## src/rtl/pcs_pkg.sv

```systemverilog
// Constants shared by the 10GBASE-R PCS blocks: the scrambler polynomial
// taps and the 64b/66b sync header encodings.
package pcs_pkg;

  localparam int SCR_TAP_A   = 39;
  localparam int SCR_TAP_B   = 58;
  localparam int SCR_STATE_W = 58;

  localparam logic [1:0] SYNC_DATA = 2'b01;
  localparam logic [1:0] SYNC_CTRL = 2'b10;

  // Only 01 and 10 are legal; 00 and 11 mark a corrupted block.
  function automatic logic sync_hdr_bad(input logic [1:0] hdr);
    return hdr[1] == hdr[0];
  endfunction

endpackage

```

## src/rtl/scrambler_lfsr64.sv

```systemverilog
// Combinational 64-bit step of the self-synchronous scrambler
// G(x) = 1 + x^39 + x^58: maps (state, payload) to (scrambled payload, next state).
module scrambler_lfsr64
  import pcs_pkg::*;
(
  input  logic [SCR_STATE_W-1:0] s_in,
  input  logic [63:0]            data_in,
  output logic [63:0]            data_out,
  output logic [SCR_STATE_W-1:0] s_next
);

  // ext[n + SCR_STATE_W] is scrambled bit n of this word; ext[SCR_STATE_W-1:0]
  // is the history, so a single index covers both "previous word" and
  // "earlier in this word" feedback.
  logic [SCR_STATE_W+63:0] ext;

  always_comb begin
    ext = '0;
    ext[SCR_STATE_W-1:0] = s_in;
    for (int i = 0; i < 64; i++) begin
      ext[i + SCR_STATE_W] = data_in[i]
                           ^ ext[i + SCR_STATE_W - SCR_TAP_A]
                           ^ ext[i + SCR_STATE_W - SCR_TAP_B];
    end
  end

  assign data_out = ext[SCR_STATE_W+63:SCR_STATE_W];
  assign s_next   = ext[SCR_STATE_W+63:64];

endmodule

```

## src/rtl/scrambler.sv

```systemverilog
// TX 64b/66b scrambler: scrambles the payload of each valid block, forwards
// the sync header untouched, flags illegal headers; all outputs registered.
module scrambler
  import pcs_pkg::*;
#(
  parameter int                     DATA_WIDTH = 64,
  parameter logic [SCR_STATE_W-1:0] SEED       = 58'h0
) (
  input  logic                   clk,
  input  logic                   rst,
  input  logic [DATA_WIDTH-1:0]  data_in,
  input  logic [1:0]             header_in,
  input  logic                   data_in_valid,
  input  logic                   bypass,
  input  logic                   seed_load,
  input  logic [SCR_STATE_W-1:0] seed,
  output logic [DATA_WIDTH-1:0]  data_out,
  output logic [1:0]             header_out,
  output logic                   data_out_valid,
  output logic                   hdr_err
);

  logic [SCR_STATE_W-1:0] s_q, s_d;
  logic [DATA_WIDTH-1:0]  data_q, data_d;
  logic [1:0]             hdr_q, hdr_d;
  logic                   valid_q, valid_d;
  logic                   err_q, err_d;

  logic [SCR_STATE_W-1:0] s_cur;
  logic [DATA_WIDTH-1:0]  scr_data;
  logic [SCR_STATE_W-1:0] scr_s_next;

  // A seed load in the same cycle as a word scrambles that word with the seed.
  assign s_cur = seed_load ? seed : s_q;

  scrambler_lfsr64 u_lfsr (
    .s_in     (s_cur),
    .data_in  (data_in),
    .data_out (scr_data),
    .s_next   (scr_s_next)
  );

  always_comb begin
    s_d     = s_cur;
    data_d  = data_q;
    hdr_d   = hdr_q;
    valid_d = 1'b0;
    err_d   = 1'b0;
    if (data_in_valid) begin
      valid_d = 1'b1;
      hdr_d   = header_in;
      err_d   = sync_hdr_bad(header_in);
      if (bypass) begin
        data_d = data_in;
      end else begin
        data_d = scr_data;
        s_d    = scr_s_next;
      end
    end
  end

  always_ff @(posedge clk or posedge rst) begin
    if (rst) begin
      s_q     <= SEED;
      data_q  <= '0;
      hdr_q   <= 2'b00;
      valid_q <= 1'b0;
      err_q   <= 1'b0;
    end else begin
      s_q     <= s_d;
      data_q  <= data_d;
      hdr_q   <= hdr_d;
      valid_q <= valid_d;
      err_q   <= err_d;
    end
  end

  assign data_out       = data_q;
  assign header_out     = hdr_q;
  assign data_out_valid = valid_q;
  assign hdr_err        = err_q;

endmodule

```

## config.mk

```make
export PLATFORM = sky130hd
export DESIGN_NAME = scrambler
export DESIGN_NICKNAME = d
export VERILOG_FILES = /design/src/rtl/pcs_pkg.sv /design/src/rtl/scrambler_lfsr64.sv /design/src/rtl/scrambler.sv
export SDC_FILE = /design/constraint.sdc
export NUM_CORES = 1
export LEC_CHECK = 0
export ABC_CLOCK_PERIOD_IN_PS = 9100
export CORE_MARGIN = 5
export CORE_UTILIZATION = 43
export CTS_CLUSTER_SIZE = 10
export DETAILED_ROUTE_END_ITERATION = 6
export PLACE_DENSITY = 0.8
export SLEW_MARGIN = 0
export SYNTH_ARGS = -nofsm -noshare
export SYNTH_HDL_FRONTEND = slang
export SYNTH_SLANG_ARGS = --single-unit
```

## constraint.sdc

```tcl
create_clock -name clk -period 9.1 [get_ports clk]
set_input_delay 0.91 -clock clk [delete_from_list [all_inputs] [get_ports clk]]
set_output_delay 0.91 -clock clk [all_outputs]
set_load 0.03 [all_outputs]
```

==> impl_metrics.tcl, run 1 <==
set metrics [dict create \
    synth-warning-count 0 \
    fmax_ghz 0.295 \
    p_leak_uw 0.00450 \
    ys_seq_area_share_pct 38.9 \
    finClkSkew_ns 0.00945 \
    cp-end-kind "flop" \
    dr_total_vias 6443 \
    drtIter0Drc 367 \
    hpwl_mm 17.3 \
    fp.dieH_um 147 \
    coreArea_sq_um 18600 \
    grt_pass1_vias 6619 \
    critical_path.top_delay_family "buffers and inverters" \
    finalSetupViolCount 0 \
    cts_hold_buf 0 \
    yosysTopAreaCell "dfrtp_1" \
    wl_per_cell_um 19.0 \
    grt_pass1_wl_mm 36.9 \
    synth_area_leaders "dfrtp_1, xnor2_1, mux2i_1" \
    p_per_area_nw_per_um2 231 \
    hold_violations 0 \
    slew_violations 0 \
    fin_setup_tns_ns 0 \
    critPathKind "input pin to flop" \
    cp.required_ns 9.39 \
    worstPathCellList "buf_4, buf_4, mux2i_1, xnor2_1, xnor2_1, nor3b_1, or3_1" \
    cpMaxStageDelayCell "buf_4" \
    synth.distinct_cells 27 \
    start_util_pct 43.5 \
    floorplan.rows 50 \
    ir_drop_mv 0.146 \
    ctsLongestPathBuffers 2 \
    final_util_pct 57.4 \
    avgSynthCellArea_sq_um 9.81 \
    drt-total-wl_mm 23.7 \
    rsz0062_at_grt "false" \
    syn_area_sq_um 8100 \
    overflow 0 \
    period_share_pct 37.3 \
    cts_setup_buffers 0 \
    drive_above_1_share_pct 7.82 \
    gp_congestion 0.897 \
    htreeDepth 4 \
    cts-buffers-inserted 17 \
    arrival_ns 3.68 \
    total_power_uw 2470 \
    antenna_found_initial 2 \
    cap_violations 0 \
    cts_resized 0 \
    dieWidth_um 147 \
    track_usage_pct 22.0 \
    period_needed_ns 3.39 \
    crit_fanout 63 \
    via_per_inst 5.18 \
    grt_max_degree 75 \
    critPathMaxStageDelay_ns 0.79 \
    cts_tree "done" \
    clk_pin_slew_ns 0.05 \
    syn_nets 955 \
    min_path_type "flop to flop" \
    cts-root-buf "clkbuf_16" \
    drc 0 \
    hold_slack_ns 0.507 \
    ant_nets 0 \
    ys_ff_latch 126 \
    drtPass1Iterations 5 \
    port_buffers 196 \
    synth_top_area_share_pct 38.9 \
    syn_inst 826 \
    fill_cells 1571 \
    start_kind "input pin" \
    cts.sinks 126 \
    outcome "finished, final reports clean" \
    dieArea_sq_um 21700 \
    clk_latency_ns 0.42 \
    max_slew_margin_pct 28.3 \
    worst-path-buf-inv 2 \
    ioPinCount 197 \
    nets 1129 \
    tightest_slew_ns 1.08 \
    area_growth_pct 32.1 \
]
per-layer routing:
layer	global-route usage, %	routed length (um)	up-vias
met5	0	7	-
met2	33.6	10900	204
met1	29.3	10400	3090
li1	-	-	3096
met4	9.93	805	2
met3	5.89	1600	51
through the flow:
step                      instances  setup slack, ns  instance area [sq um]
after floorplan                 826             4.83                   8100
after global placement         1215             5.36                  10200
after detailed placement       1215             5.25                  10200
after CTS                      1244             5.69                  10700
after global routing           1245             5.49                  10700
final                          1245             5.71                  10700
area by class of cell:
| type | instances | area, sq um | area share (%) |
|---|---|---|---|
| multi-input cells | 642 | 4690 | 43.8 |
| clock buffers | 23 | 488 | 4.56 |
| diodes | 1 | 2.50 | 0.0234 |
| flip-flops and latches | 126 | 3150 | 29.5 |
| repair buffers | 201 | 1990 | 18.6 |
| inverters | 12 | 50.0 | 0.468 |
| well taps | 234 | 293 | 2.74 |
| clock inverters | 6 | 37.5 | 0.351 |
worst reg2reg max path, cell delays in order, from the launching register on:
cell     delay, ns
dfrtp_1       0.42
xor2_1        0.29
mux2i_1       0.14
xnor2_1       0.35
xnor2_1       0.18
nor3b_1       0.17
or3_1         0.41
registers in the layout (all words and copies together), names as in the netlist:
register,flops
data_out,64
s_q,58
header_out,2
data_out_valid,1
hdr_err,1
logic make-up (layout without fill, tap and decap cells):
logic type,after synthesis,count (layout),synth area share (%)
xor gates and xnor gates,208,208,24.9
and+or+nand+nor,199,199,10.3
DFF,126,126,38.9
AOI/OAI and AO/OA,119,119,7.60
muxes,116,116,14.9
buffers and inverters,58,242,3.32
other,0,1,0
synthesized netlist by cell type:
cell,n
xnor2_1,126
buf_2,7
mux2i_1,77
nand3_1,1
dfrtp_1,126
inv_1,12
o21ai_0,51
mux2_2,39
a211oi_1,6
nor3b_1,10
clkbuf_1,28
buf_4,3
nand2_1,60
or3_1,11
nand2b_1,1
a211o_1,1
nor2b_1,7
buf_12,1
xnor2_2,2
nor2_1,107
buf_1,5
a31oi_1,1
xor2_1,67
and2_1,2
buf_6,2
a21oi_1,60
xnor3_1,13
placed cells by master, fill, tap and decap left out, drive strengths merged, types with 2 or more instances in the layout:
| cell type | n |
|---|---|
| and2 | 2 |
| nor3b | 10 |
| nand2 | 60 |
| buf | 8 |
| xor2 | 67 |
| o21ai | 51 |
| nor2b | 7 |
| xnor3 | 13 |
| clkbuf | 23 |
| xnor2 | 128 |
| nor2 | 107 |
| inv | 12 |
| dfrtp | 126 |
| mux2i | 77 |
| mux2 | 39 |
| a21oi | 60 |
| a211oi | 6 |
| or3 | 11 |
| clkdlybuf4s50 | 193 |
| clkinvlp | 3 |
| clkinv | 3 |
where the power goes:
part	internal [uW]	switching [uW]
Combinational	502	562
Sequential	692	93.9
Clock	370	250
worst paths after layout:
path,start,depth (start not counted),slack (ns),to
min in group asynchronous,rst,2,0.91,s_q[40]$_DFF_PP0_
worst max register to register,s_q[21]$_DFF_PP0_,6,7.02,data_out[41]$_DFFE_PP0P_
max in group asynchronous,rst,3,6.81,s_q[55]$_DFF_PP0_
worst min-delay path,data_out[20]$_DFFE_PP0P_,1,0.51,data_out[20]$_DFFE_PP0P_
worst min register to register,data_out[20]$_DFFE_PP0P_,1,0.51,data_out[20]$_DFFE_PP0P_
worst max-delay path,seed_load,7,5.71,data_out[58]$_DFFE_PP0P_
(Power assumes the default switching activity.)
==> inputs of run 2 (changes only) <==
--- a/config.mk
+++ b/config.mk
@@ -5,7 +5,7 @@
 export SDC_FILE = /design/constraint.sdc
 export NUM_CORES = 1
 export LEC_CHECK = 0
-export ABC_CLOCK_PERIOD_IN_PS = 9100
+export ABC_CLOCK_PERIOD_IN_PS = 3200
 export CORE_MARGIN = 5
 export CORE_UTILIZATION = 43
 export CTS_CLUSTER_SIZE = 10
==> constraint.sdc (replaced) <==
create_clock -name clk -period 3.2 [get_ports clk]
set_input_delay 0.32 -clock clk [delete_from_list [all_inputs] [get_ports clk]]
set_output_delay 0.32 -clock clk [all_outputs]
set_load 0.03 [all_outputs]
==> impl_metrics.tcl, run 2 (synthesis gave the netlist of run 1 again) <==
set metrics [dict create \
    pwr-share-clk_pct 29.0 \
    area_growth_pct 35.1 \
    start_kind "input pin" \
    grt_pass1_wl_mm 37.3 \
    max_slew_margin_pct 31.2 \
    p_per_area_nw_per_um2 678 \
    p_int_uw 4830 \
    fin_setup_tns_ns 0 \
    cap_violations 0 \
    seqPwrFrac_pct 30.1 \
    critPathMaxStageDelay_ns 0.43 \
    cts.sinks 126 \
    fmax_ghz 0.472 \
    p_leak_uw 0.00462 \
    ant_nets 0 \
    cts_hold_buf 0 \
    finalSetupViolCount 0 \
    wl_per_cell_um 18.4 \
    rr_startpoint "s_q[21]$_DFF_PP0_" \
    worstPathCellList "buf_4, buf_4, mux2i_1, xnor2_1, xnor2_1, nor3b_1, or3_1" \
    fill_cells 1583 \
    ioPinCount 197 \
    drive_above_1_share_pct 9.08 \
    dr_total_vias 6410 \
    multi_input_area_sq_um 4690 \
    wl_met2_mm 10.9 \
    period_needed_ns 2.12 \
    drc 0 \
    grt_pass1_vias 6662 \
    rsz0062_at_grt "false" \
    drtPass1Iterations 7 \
    ff2ff_path_depth 6 \
    finClkSkew_ns 0.00903 \
    min_from "data_in_valid" \
    drt-total-wl_mm 23.2 \
    hpwl_mm 17.5 \
    nets 1140 \
    htreeDepth 4 \
    final_cell_mix "clkdlybuf4s50_1, xnor2_1, dfrtp_1" \
    overflow 0 \
    min_path_cells 1 \
    cpMaxStageDelayCell "buf_4" \
    p_sw_share_pct 35.0 \
    critPathKind "input pin to flop" \
    clk_pin_slew_ns 0.05 \
    largest_reg_flops 64 \
    fp.dieH_um 147 \
    track_usage_pct 21.8 \
    start_util_pct 43.5 \
    hold_violations 0 \
    dieArea_sq_um 21700 \
    met1_length_mm 10.6 \
    dieWidth_um 147 \
    tightest_slew_ns 1.03 \
    floorplan.rows 50 \
    worstSetupStartpoint "seed_load" \
    cts-buffers-inserted 17 \
    ir_drop_mv 0.339 \
    register_area_sq_um 3150 \
    period_share_pct 66.2 \
    cts_setup_buffers 0 \
    power_switching_uw 2590 \
    coreArea_sq_um 18600 \
    cts-root-buf "clkbuf_16" \
    final_util_pct 58.7 \
    wl_met3_mm 1.24 \
    port_buffers 196 \
    cp-end-kind "flop" \
    crit_fanout 35 \
    cts_resized 0 \
    gp_congestion 0.829 \
    grt_max_degree 81 \
    cts_tree "done" \
    antenna_found_initial 1 \
    drtIter0Drc 275 \
    arrival_ns 2.41 \
    final_common_cell "clkdlybuf4s50_1" \
    via_per_inst 5.10 \
    min_path_type "input pin to flop" \
    clk_latency_ns 0.42 \
    outcome "finished, final reports clean" \
    routed.top_layer "met5" \
    slew_violations 0 \
    ctsLongestPathBuffers 2 \
    combPwrFrac_pct 40.9 \
    n_antenna_cell 0 \
    cp.required_ns 3.49 \
]
run 2: cell count changes in the layout (fill, tap and decap cells not counted), moves of 2 or more:
cell       previous run  this run
buf_12                0         3
buf_4                 7        15
bufinv_16             0         5
clkbuf_8              4         2
run 2: layout make-up:
class | count | share of cell area [%]
tap | 234 | 2.68
clock inverter | 11 | 1.72
sequential | 126 | 28.8
multi-input combinational | 642 | 42.9
inverter | 12 | 0.446
clock buffer | 21 | 4.21
timing repair buffer | 212 | 19.3
run 2: per-layer routing:
metal,global-route usage [%],vias to the layer above
li1,-,3115
met4,6.71,2
met2,34.5,178
met1,29.7,3084
met3,5.15,31
met5,0,-
run 2: power by group through the flow:
| stage | Combinational [uW] | Clock [uW] | Sequential (uW) |
|---|---|---|---|
| detailed placement | 3030 | 0 | 2250 |
| CTS | 3060 | 2180 | 2230 |
| finish | 3030 | 2150 | 2230 |
| floorplan | 1580 | 0 | 2630 |
| global route | 3260 | 2250 | 2280 |
| global placement | 2990 | 0 | 2250 |
run 2: final timing paths:
| kind | endpoint | slack, ns |
|---|---|---|
| worst min register to register | data_out[45]$_DFFE_PP0P_ | 0.51 |
| worst max register to register | data_out[60]$_DFFE_PP0P_ | 1.17 |
| max in group asynchronous | data_out[55]$_DFFE_PP0P_ | 2.15 |
| worst max-delay path | data_out[60]$_DFFE_PP0P_ | 1.08 |
| worst min-delay path | data_out_valid$_DFF_PP0_ | 0.23 |
| min in group asynchronous | s_q[21]$_DFF_PP0_ | 0.31 |
run 2: per-stage QoR:
step                      cells  setup WS (ns)  area, sq um  power, uW  hold WS (ns)
after global placement     1226          0.742        10300       5240         0.491
final                      1258           1.08        10900       7420         0.234
after detailed placement   1226          0.668        10300       5280         0.495
after floorplan             826           1.33         8110       4200         0.351
after global routing       1258           1.00        10900       7800         0.226
after CTS                  1258           1.07        10900       7470         0.210
run 2: worst max-delay path, delay by kind of cell:
kind,cells,cell delay (ns)
xor+xnor,2,0.46
simple gates,2,0.55
mux,1,0.35
buf+inv,2,0.70
